===== src/rtl/div_unit.sv =====
// rtl/div_unit.sv - multi-cycle radix-2 restoring divider (DIV/DIVU), quotient to lo, remainder to hi
// Optional feature: DIV_ZERO_SHORTCUT_EN skips the iteration phase when the divisor is zero.
module div_unit #(
  parameter int WIDTH = 32
) (
  input  logic             clk,
  input  logic             rst,
  input  logic             start,
  input  logic             signed_div,
  input  logic [WIDTH-1:0] a,
  input  logic [WIDTH-1:0] b,
  input  logic             annul,
  output logic             busy,
  output logic             done,
  output logic [WIDTH-1:0] hi,
  output logic [WIDTH-1:0] lo
);

  localparam int CW = $clog2(WIDTH);

  typedef enum logic [1:0] {IDLE, RUN, FIX} state_t;

  state_t           state, next_state;
  logic [CW-1:0]    cnt;
  logic [WIDTH-1:0] q, rem, bmag, a_orig;
  logic             a_sign, b_sign, sdiv, b_zero;
  logic [WIDTH-1:0] a_abs, b_abs;
  logic [WIDTH:0]   rem_sh, rem_sub;
  logic             zero_b_in, last_iter, neg_q, neg_r, accept;

  always_comb begin
    a_abs     = (signed_div && a[WIDTH-1]) ? -a : a;
    b_abs     = (signed_div && b[WIDTH-1]) ? -b : b;
    zero_b_in = (b == '0);
    accept    = start && !annul;
    rem_sh    = {rem, q[WIDTH-1]};
    // bit WIDTH of the difference is the borrow: set means rem_sh < |b|
    rem_sub   = rem_sh - {1'b0, bmag};
    last_iter = (cnt == CW'(WIDTH - 1));
    neg_q     = sdiv && (a_sign ^ b_sign);
    neg_r     = sdiv && a_sign;
  end

  always_ff @(posedge clk) begin
    if (rst) state <= IDLE;
    else     state <= next_state;
  end

  always_comb begin
    next_state = state;
    case (state)
      IDLE: begin
        if (accept) begin
`ifdef DIV_ZERO_SHORTCUT_EN
          next_state = zero_b_in ? FIX : RUN;
`else
          next_state = RUN;
`endif
        end
      end
      RUN:     if (last_iter) next_state = FIX;
      FIX:     next_state = IDLE;
      default: next_state = IDLE;
    endcase
    if (annul) next_state = IDLE;
  end

  always_ff @(posedge clk) begin
    if (rst) begin
      busy   <= 1'b0;
      done   <= 1'b0;
      hi     <= '0;
      lo     <= '0;
      cnt    <= '0;
      q      <= '0;
      rem    <= '0;
      bmag   <= '0;
      a_orig <= '0;
      a_sign <= 1'b0;
      b_sign <= 1'b0;
      sdiv   <= 1'b0;
      b_zero <= 1'b0;
    end else begin
      busy <= (next_state != IDLE);
      done <= (state == FIX) && !annul;
      case (state)
        IDLE: begin
          if (accept) begin
            q      <= a_abs;
            rem    <= '0;
            bmag   <= b_abs;
            a_orig <= a;
            a_sign <= a[WIDTH-1];
            b_sign <= b[WIDTH-1];
            sdiv   <= signed_div;
            b_zero <= zero_b_in;
            cnt    <= '0;
          end
        end
        RUN: begin
          cnt <= cnt + 1'b1;
          if (!rem_sub[WIDTH]) begin
            rem <= rem_sub[WIDTH-1:0];
            q   <= {q[WIDTH-2:0], 1'b1};
          end else begin
            rem <= rem_sh[WIDTH-1:0];
            q   <= {q[WIDTH-2:0], 1'b0};
          end
        end
        FIX: begin
          if (!annul) begin
            if (b_zero) begin
              hi <= a_orig;
              lo <= '1;
            end else begin
              lo <= neg_q ? -q : q;
              hi <= neg_r ? -rem : rem;
            end
          end
        end
        default: ;
      endcase
    end
  end

endmodule


===== config.mk =====
export PLATFORM = sky130hd
export DESIGN_NAME = div_unit
export DESIGN_NICKNAME = d
export VERILOG_FILES = /design/src/rtl/div_unit.sv
export SDC_FILE = /design/constraint.sdc
export NUM_CORES = 1
export LEC_CHECK = 0
export CORE_MARGIN = 3
export CORE_UTILIZATION = 64
export CTS_CLUSTER_SIZE = 12
export DETAILED_ROUTE_END_ITERATION = 6
export DONT_BUFFER_PORTS = 1
export HOLD_SLACK_MARGIN = 0.05
export PLACE_DENSITY = 0.82
export SETUP_SLACK_MARGIN = 0.5
export SLEW_MARGIN = 20
export SYNTH_ARGS = -nofsm -noshare
export SYNTH_HDL_FRONTEND = slang
export SYNTH_SLANG_ARGS = --single-unit

===== constraint.sdc =====
create_clock -name clk -period 7.2 [get_ports clk]
set_input_delay 2.16 -clock clk [delete_from_list [all_inputs] [get_ports clk]]
set_output_delay 2.16 -clock clk [all_outputs]
set_load 0.1 [all_outputs]

==> results.py, run 1 <==
metrics = {
    "worst_hold_path": {
        "hp-class": "reg2reg",
    },
    "placed_design": {
        "place_inst": 1722,
        "dpl.hpwl_um": 23500,
        "portBuffers": 0,
        "gp_congestion": 0.945,
        "dpl-instance-area_um2": 12100,
    },
    "timing": {
        "min_period_ns": 4.30,
        "worstMarginPinSlew_ns": 1.07,
        "fmax_ghz": 0.233,
        "rsz0062_at_grt": "no",
        "finalSetupTns_ns": 0,
        "setup_viol": 0,
        "min_period_over_period_pct": 59.7,
        "skew_ns": 0.0112,
        "slew_violations": 0,
        "max-slew-margin-rel_pct": 28.5,
        "finalHoldViolCount": 0,
    },
    "global_route": {
        "grt_max_degree": 174,
        "antenna_found_initial": 0,
        "grt_overflow": 0,
        "grt_pass1_vias": 10100,
        "track_usage_pct": 30.4,
        "grt_pass1_wl_um": 51400,
    },
    "drt": {
        "drt_first_pass_iters": 5,
        "dr_total_vias": 11100,
        "vias_per_cell": 6.33,
        "drc": 0,
        "wl_per_cell_um": 18.7,
        "routed_wl_um": 32800,
        "dr.first_iter.drc_count": 899,
        "drtAntennaViolNets": 0,
    },
    "critical_path": {
        "critPathMostFrequentCell": "nand2_1",
        "endpoint_kind": "register",
        "crit_required_ns": 7.63,
        "path_class": "in2reg",
        "setup.worst_path.start": "b[0]",
        "r2r-end": "rem[18]",
        "reg2reg_from": "rem[0]",
        "slowest_delay_ns": 0.56,
        "cp-start-kind": "primary input",
        "arrival_ns": 4.73,
        "crit_end": "bmag[30]",
        "cp_max_fo": 5,
        "path_cells": "inv_1, ha_1, nor3b_1, nand3b_1, nor4_1, nand2_1, nor2_1, nand2_1, o41ai_2, xor2_1, a211oi_1",
        "worstRegToRegCells": 12,
        "cpMaxStageDelayCell": "nor4_1",
        "rrSetupSlack_ns": 3.27,
    },
    "finish": {
        "drive_gt1_share_pct": 4.31,
        "syn_to_final_growth_pct": 5.90,
        "layoutNonFillerInstCount": 1760,
        "antenna_cells": 0,
        "final_core_util_pct": 70.2,
        "fin_area_um2": 12800,
        "nFillCells": 1523,
        "finalNetCount": 1626,
    },
    "synth": {
        "synth-seq-cells": 204,
        "netlist_area_um2": 12100,
        "syn-num-nets": 1694,
        "yosysSeqAreaShare_pct": 33.7,
        "synth_warnings": 0,
        "yosysUniqueCellTypes": 69,
        "synthFlopType": "dfxtp_1",
        "synth-edff-count": 0,
        "synthArstFlopShare_pct": 0,
        "syn_area_per_cell_um2": 7.63,
        "synthCells": 1586,
    },
    "clocking": {
        "clock_sinks": 204,
        "cts_resized": 0,
        "cts_made_buffers": 23,
        "cts_tree": "done",
        "cts_root_buf": "clkbuf_16",
        "clkLatencyLatePin_ns": 0.52,
        "htreeDepth": 1,
        "ctsHoldBuffers": 0,
        "cts_setup_buffers": 0,
        "clk_pin_slew_ns": 0.06,
        "clock_path_buffers": 3,
    },
    "power_and_ir_drop": {
        "p_switching_uw": 695,
        "clock_power_share_pct": 43.2,
        "swShare_pct": 26.1,
        "p_int_uw": 1970,
        "p_leak_uw": 0.00455,
        "power.total_uw": 2660,
        "power_frac_seq_pct": 44.8,
        "pwr-share-comb_pct": 11.9,
        "power_density_nw_per_um2": 208,
        "peakVddDrop_uv": 169,
    },
    "die": {
        "pin_count": 135,
        "initial_utilization_pct": 66.3,
        "num_rows": 49,
        "core_area_um2": 18300,
        "die-area_um2": 20600,
        "die_width_um": 144,
        "die_y_um": 144,
    },
    "status": {
        "status": "complete, no violations",
    },
    "run": {
        "cap_violations": 0,
    },
}
[through the flow]
step | worst slack, ns | hold slack [ns]
2_1_floorplan | 2.96 | 0.431
3_3_place_gp | 2.61 | 0.430
3_5_place_dp | 2.44 | 0.442
4_1_cts | 2.96 | 0.450
5_1_grt | 2.58 | 0.469
6_report | 2.90 | 0.455
[layout by cell type, fill, tap and decap left out, drive strengths merged, types with 8 or more instances in the layout]
cell and n:
nand2 270, nor3 39, dfxtp 204, and2 12, a22oi 27, a31oi 16
mux2i 29, o31ai 14, o211ai 9, o21ai 110, nand3b 9, a21o 19
nor4 19, a21oi 155, nand3 22, xnor2 73, nor2 133, inv 50
buf 10, a311oi 11, or4 11, or3 14, clkbuf 30, xor2 63
o41ai 12, ha 38, a211oi 52, nand2b 8
[sequential cells by signal (all words and copies together), names as in the netlist]
signal,flops
a_orig,32
bmag,32
hi,32
lo,32
q,32
rem,32
cnt,5
state,2
b_sign,1
b_zero,1
busy,1
done,1
sdiv,1
[cell families (layout without fill, tap and decap cells)]
group | count (synthesis) | in the layout | share of synthesized area, %
flip-flops | 204 | 204 | 33.7
multiplexers | 29 | 29 | 2.40
XOR/XNOR | 136 | 136 | 9.90
AND/OR/NAND/NOR | 566 | 566 | 21.3
buffers and inverters | 152 | 97 | 4.98
AO/OA/AOI/OAI | 460 | 460 | 23.6
adder cells (fa/ha/maj) | 39 | 39 | 4.09
[synthesized netlist by cell type (12+ instances only)]
library cell / number / area [µm²]
clkbuf_1: 94 / 353
inv_1: 49 / 184
a211oi_1: 52 / 390
o21ai_0: 98 / 490
or3_1: 14 / 87.6
nand2_1: 270 / 1010
nor4_1: 16 / 100
nand3_1: 22 / 110
a31oi_1: 16 / 100
xor2_1: 63 / 552
o21ai_1: 12 / 60.1
nor3_1: 38 / 190
o31ai_1: 14 / 105
dfxtp_1: 204 / 4080
a21o_1: 19 / 143
ha_1: 38 / 475
and2_1: 12 / 75.1
nor2_1: 133 / 499
a22oi_1: 27 / 203
a21oi_1: 153 / 766
xnor2_1: 72 / 631
mux2i_1: 29 / 290
[power by group through the flow]
stage                     clock network (µW)  logic, µW  registers [µW]
after floorplan                            0        267            1210
final                                   1150        318            1190
after global placement                     0        307            1220
after CTS                               1160        315            1190
after global routing                    1210        355            1200
after detailed placement                   0        312            1220
[how the worst min path moves through the flow]
stage,depth (start not counted),end,startpoint,slack (ns)
global route,2,a_orig[11],a_orig[11],0.47
detailed placement,2,a_orig[27],a_orig[27],0.44
finish,2,a_orig[27],a_orig[27],0.45
CTS,2,a_orig[27],a_orig[27],0.45
global placement,2,a_orig[30],a_orig[30],0.43
floorplan,2,a_orig[30],a_orig[30],0.43
[worst max-delay path: cells and delay by family]
family          cells  cell delay, ns
fa+ha+maj           1            0.17
xor+xnor            1            0.11
simple gates        6            1.74
buf+inv             1            0.04
compound gates      2            0.50
[per-layer routing]
metal / vias up / routed length, µm / GRT usage, %
met4: 0 / 1450 / 12.2
li1: 5462 / - / -
met1: 5155 / 13400 / 38.8
met5: - / 0 / 0
met3: 86 / 2640 / 6.72
met2: 441 / 15300 / 50.3
[area by class of cell]
| cell class | instances | area (µm²) | area share, % |
|---|---|---|---|
| Inverter | 49 | 184 | 1.43 |
| Tap cell | 229 | 287 | 2.24 |
| Clock inverter | 8 | 110 | 0.859 |
| Multi-Input combinational cell | 1230 | 7460 | 58.2 |
| Sequential cell | 204 | 4090 | 31.9 |
| Timing Repair Buffer | 10 | 75.1 | 0.586 |
| Clock buffer | 30 | 622 | 4.85 |
Note: power is estimated with default switching activity, not from simulation.
==> run 2, diff against run 1 <==
--- a/config.mk
+++ b/config.mk
@@ -6,12 +6,12 @@
 export NUM_CORES = 1
 export LEC_CHECK = 0
 export CORE_MARGIN = 3
-export CORE_UTILIZATION = 64
+export CORE_UTILIZATION = 58
 export CTS_CLUSTER_SIZE = 12
 export DETAILED_ROUTE_END_ITERATION = 6
 export DONT_BUFFER_PORTS = 1
 export HOLD_SLACK_MARGIN = 0.05
-export PLACE_DENSITY = 0.82
+export PLACE_DENSITY = 0.78
 export SETUP_SLACK_MARGIN = 0.5
 export SLEW_MARGIN = 20
 export SYNTH_ARGS = -nofsm -noshare
==> constraint.sdc (replaced) <==
create_clock -name clk -period 3.6 [get_ports clk]
set_input_delay 1.08 -clock clk [delete_from_list [all_inputs] [get_ports clk]]
set_output_delay 1.08 -clock clk [all_outputs]
set_load 0.1 [all_outputs]
==> results.py, run 2 (synthesis results as in run 1) <==
metrics = {
    "critical_path": {
        "worstRegToRegCells": 14,
        "cp-start-kind": "register",
        "path_cells": "inv_1, ha_2, fa_2, nor2b_4, o2111ai_2, a21oi_2, nor2_4, o21ai_4, a21oi_4, xnor2_4, buf_4, buf_12, mux2i_1, o21ai_0",
        "endpoint_kind": "register",
        "arrival_ns": 3.38,
        "path_class": "reg2reg",
        "crit_required_ns": 3.93,
        "cp_max_fo": 10,
        "cpMaxStageDelayCell": "fa_2",
        "slowest_delay_ns": 0.42,
    },
    "drt": {
        "wl_per_cell_um": 17.5,
        "vias_per_cell": 6.12,
        "dr.first_iter.drc_count": 868,
        "routed_wl_um": 31900,
        "dr_total_vias": 11100,
        "drc": 0,
        "drtAntennaViolNets": 0,
        "drt_first_pass_iters": 6,
    },
    "die": {
        "core_area_um2": 20400,
        "die_y_um": 150,
        "num_rows": 52,
        "pin_count": 135,
        "initial_utilization_pct": 59.4,
        "die_width_um": 150,
        "die-area_um2": 22600,
    },
    "clocking": {
        "clkLatencyLatePin_ns": 0.51,
        "clock_path_buffers": 3,
        "ctsHoldBuffers": 0,
        "clock_sinks": 204,
        "cts_tree": "done",
        "cts_root_buf": "clkbuf_16",
        "clk_pin_slew_ns": 0.06,
        "htreeDepth": 1,
        "cts_made_buffers": 23,
    },
    "finish": {
        "mostFrequentLayoutCells": "270 x nand2_1, 200 x dfxtp_1, 152 x a21oi_1, 130 x nor2_1, 96 x o21ai_0",
        "finalNetCount": 1644,
        "syn_to_final_growth_pct": 9.03,
        "layout_commonest_cell": "nand2_1",
        "antenna_cells": 0,
        "nFillCells": 1742,
        "drive_gt1_share_pct": 6.58,
    },
    "timing": {
        "rsz0062_at_grt": "yes",
        "skew_ns": 0.0156,
        "finalSetupTns_ns": 0,
        "slew_violations": 0,
        "setup_viol": 0,
        "min_period_over_period_pct": 84.7,
        "worst_slack_ns": 0.551,
        "whs_ns": 0.447,
        "finalHoldViolCount": 0,
        "worstMarginPinSlew_ns": 1.09,
        "min_period_ns": 3.05,
        "fmax_ghz": 0.328,
        "max-slew-margin-rel_pct": 27.2,
    },
    "global_route": {
        "grt_max_degree": 174,
        "grt_pass1_vias": 10100,
        "use_met2_pct": 44.1,
        "use_met1_pct": 35.3,
        "grt_pass1_wl_um": 50400,
        "antenna_found_initial": 0,
        "use_met3_pct": 5.30,
        "grt_overflow": 0,
        "top_usage_layer": "met2",
        "track_usage_pct": 26.7,
    },
    "worst_hold_path": {
        "whs_path_depth": 2,
        "hp-class": "reg2reg",
    },
    "run": {
        "cap_violations": 0,
    },
    "status": {
        "status": "complete, no violations",
    },
    "placed_design": {
        "dpl.hpwl_um": 22400,
        "gp_congestion": 0.970,
        "portBuffers": 0,
        "pre_cts_slack_ns": 0.107,
    },
    "power_and_ir_drop": {
        "peakVddDrop_uv": 294,
        "power_density_nw_per_um2": 404,
        "p_leak_uw": 0.00470,
    },
}
## run 2: cell types whose count changed in the layout (fill, tap and decap cells not counted), moves of 3 or more
cell,previous run,this run
ha_1,38,34
nor3_1,37,34
dfxtp_1,203,200
buf_12,0,4
ha_2,0,3
buf_4,10,21
clkbuf_8,2,6
dfxtp_2,1,4
## run 2: per-layer routing
| layer | part of all wire [%] | routed length (µm) |
|---|---|---|
| met4 | 3.1 | 986 |
| met2 | 46 | 14800 |
| met1 | 43 | 13600 |
| met3 | 7.9 | 2530 |
| met5 | 0 | 0 |
## run 2: worst paths after layout
path / slack, ns / start / endpoint
max: 0.55 / q[31] / rem[16]
max reg2reg: 0.55 / q[31] / rem[16]
min: 0.45 / bmag[31] / bmag[31]
min reg2reg: 0.45 / bmag[31] / bmag[31]
## run 2: worst max-delay path, delay by kind of cell, from the launching register on
family                     cells  cell delay (ns)
adders and majority gates      2             0.64
muxes                          1             0.20
DFF                            1             0.35
buffers and inverters          3             0.38
and+or+nand+nor                2             0.22
AOI/OAI and AO/OA              5             0.84
xor gates and xnor gates       1             0.23
## run 2: layout make-up
class | count | area, µm² | share of cell area, %
multi-input combinational | 1230 | 7560 | 57.3
sequential | 204 | 4090 | 31.0
clock buffer | 34 | 677 | 5.13
tap | 270 | 338 | 2.56
timing repair buffer | 28 | 299 | 2.27
inverter | 49 | 184 | 1.39
clock inverter | 4 | 48.8 | 0.370
## run 2: repair_timing
item                                    CTS  global route
buffers inserted                          0             8
resized for setup                         1            28
gates cloned                              1             1
pin swaps                                 2             4
endpoints found under the setup margin   27            42
## run 2: power breakdown
| part | leakage, µW | internal, µW | switching (µW) |
|---|---|---|---|
| logic | 0.00268 | 273 | 391 |
| clock network | 0.000359 | 1360 | 921 |
| registers | 0.00166 | 2320 | 65.6 |
| total | 0.00470 | 3960 | 1380 |
## run 2: per-stage QoR
stage                     area [µm²]  util [%]  std cells  power [µW]
final                          13200      64.8       1819        5340
after detailed placement       12200      60.1       1771        3060
after global routing           13200      64.8       1819        5520
after global placement         12200      60.1       1771        3050
after floorplan                12100         -       1586        2950
after CTS                      13000      63.8       1810        5330
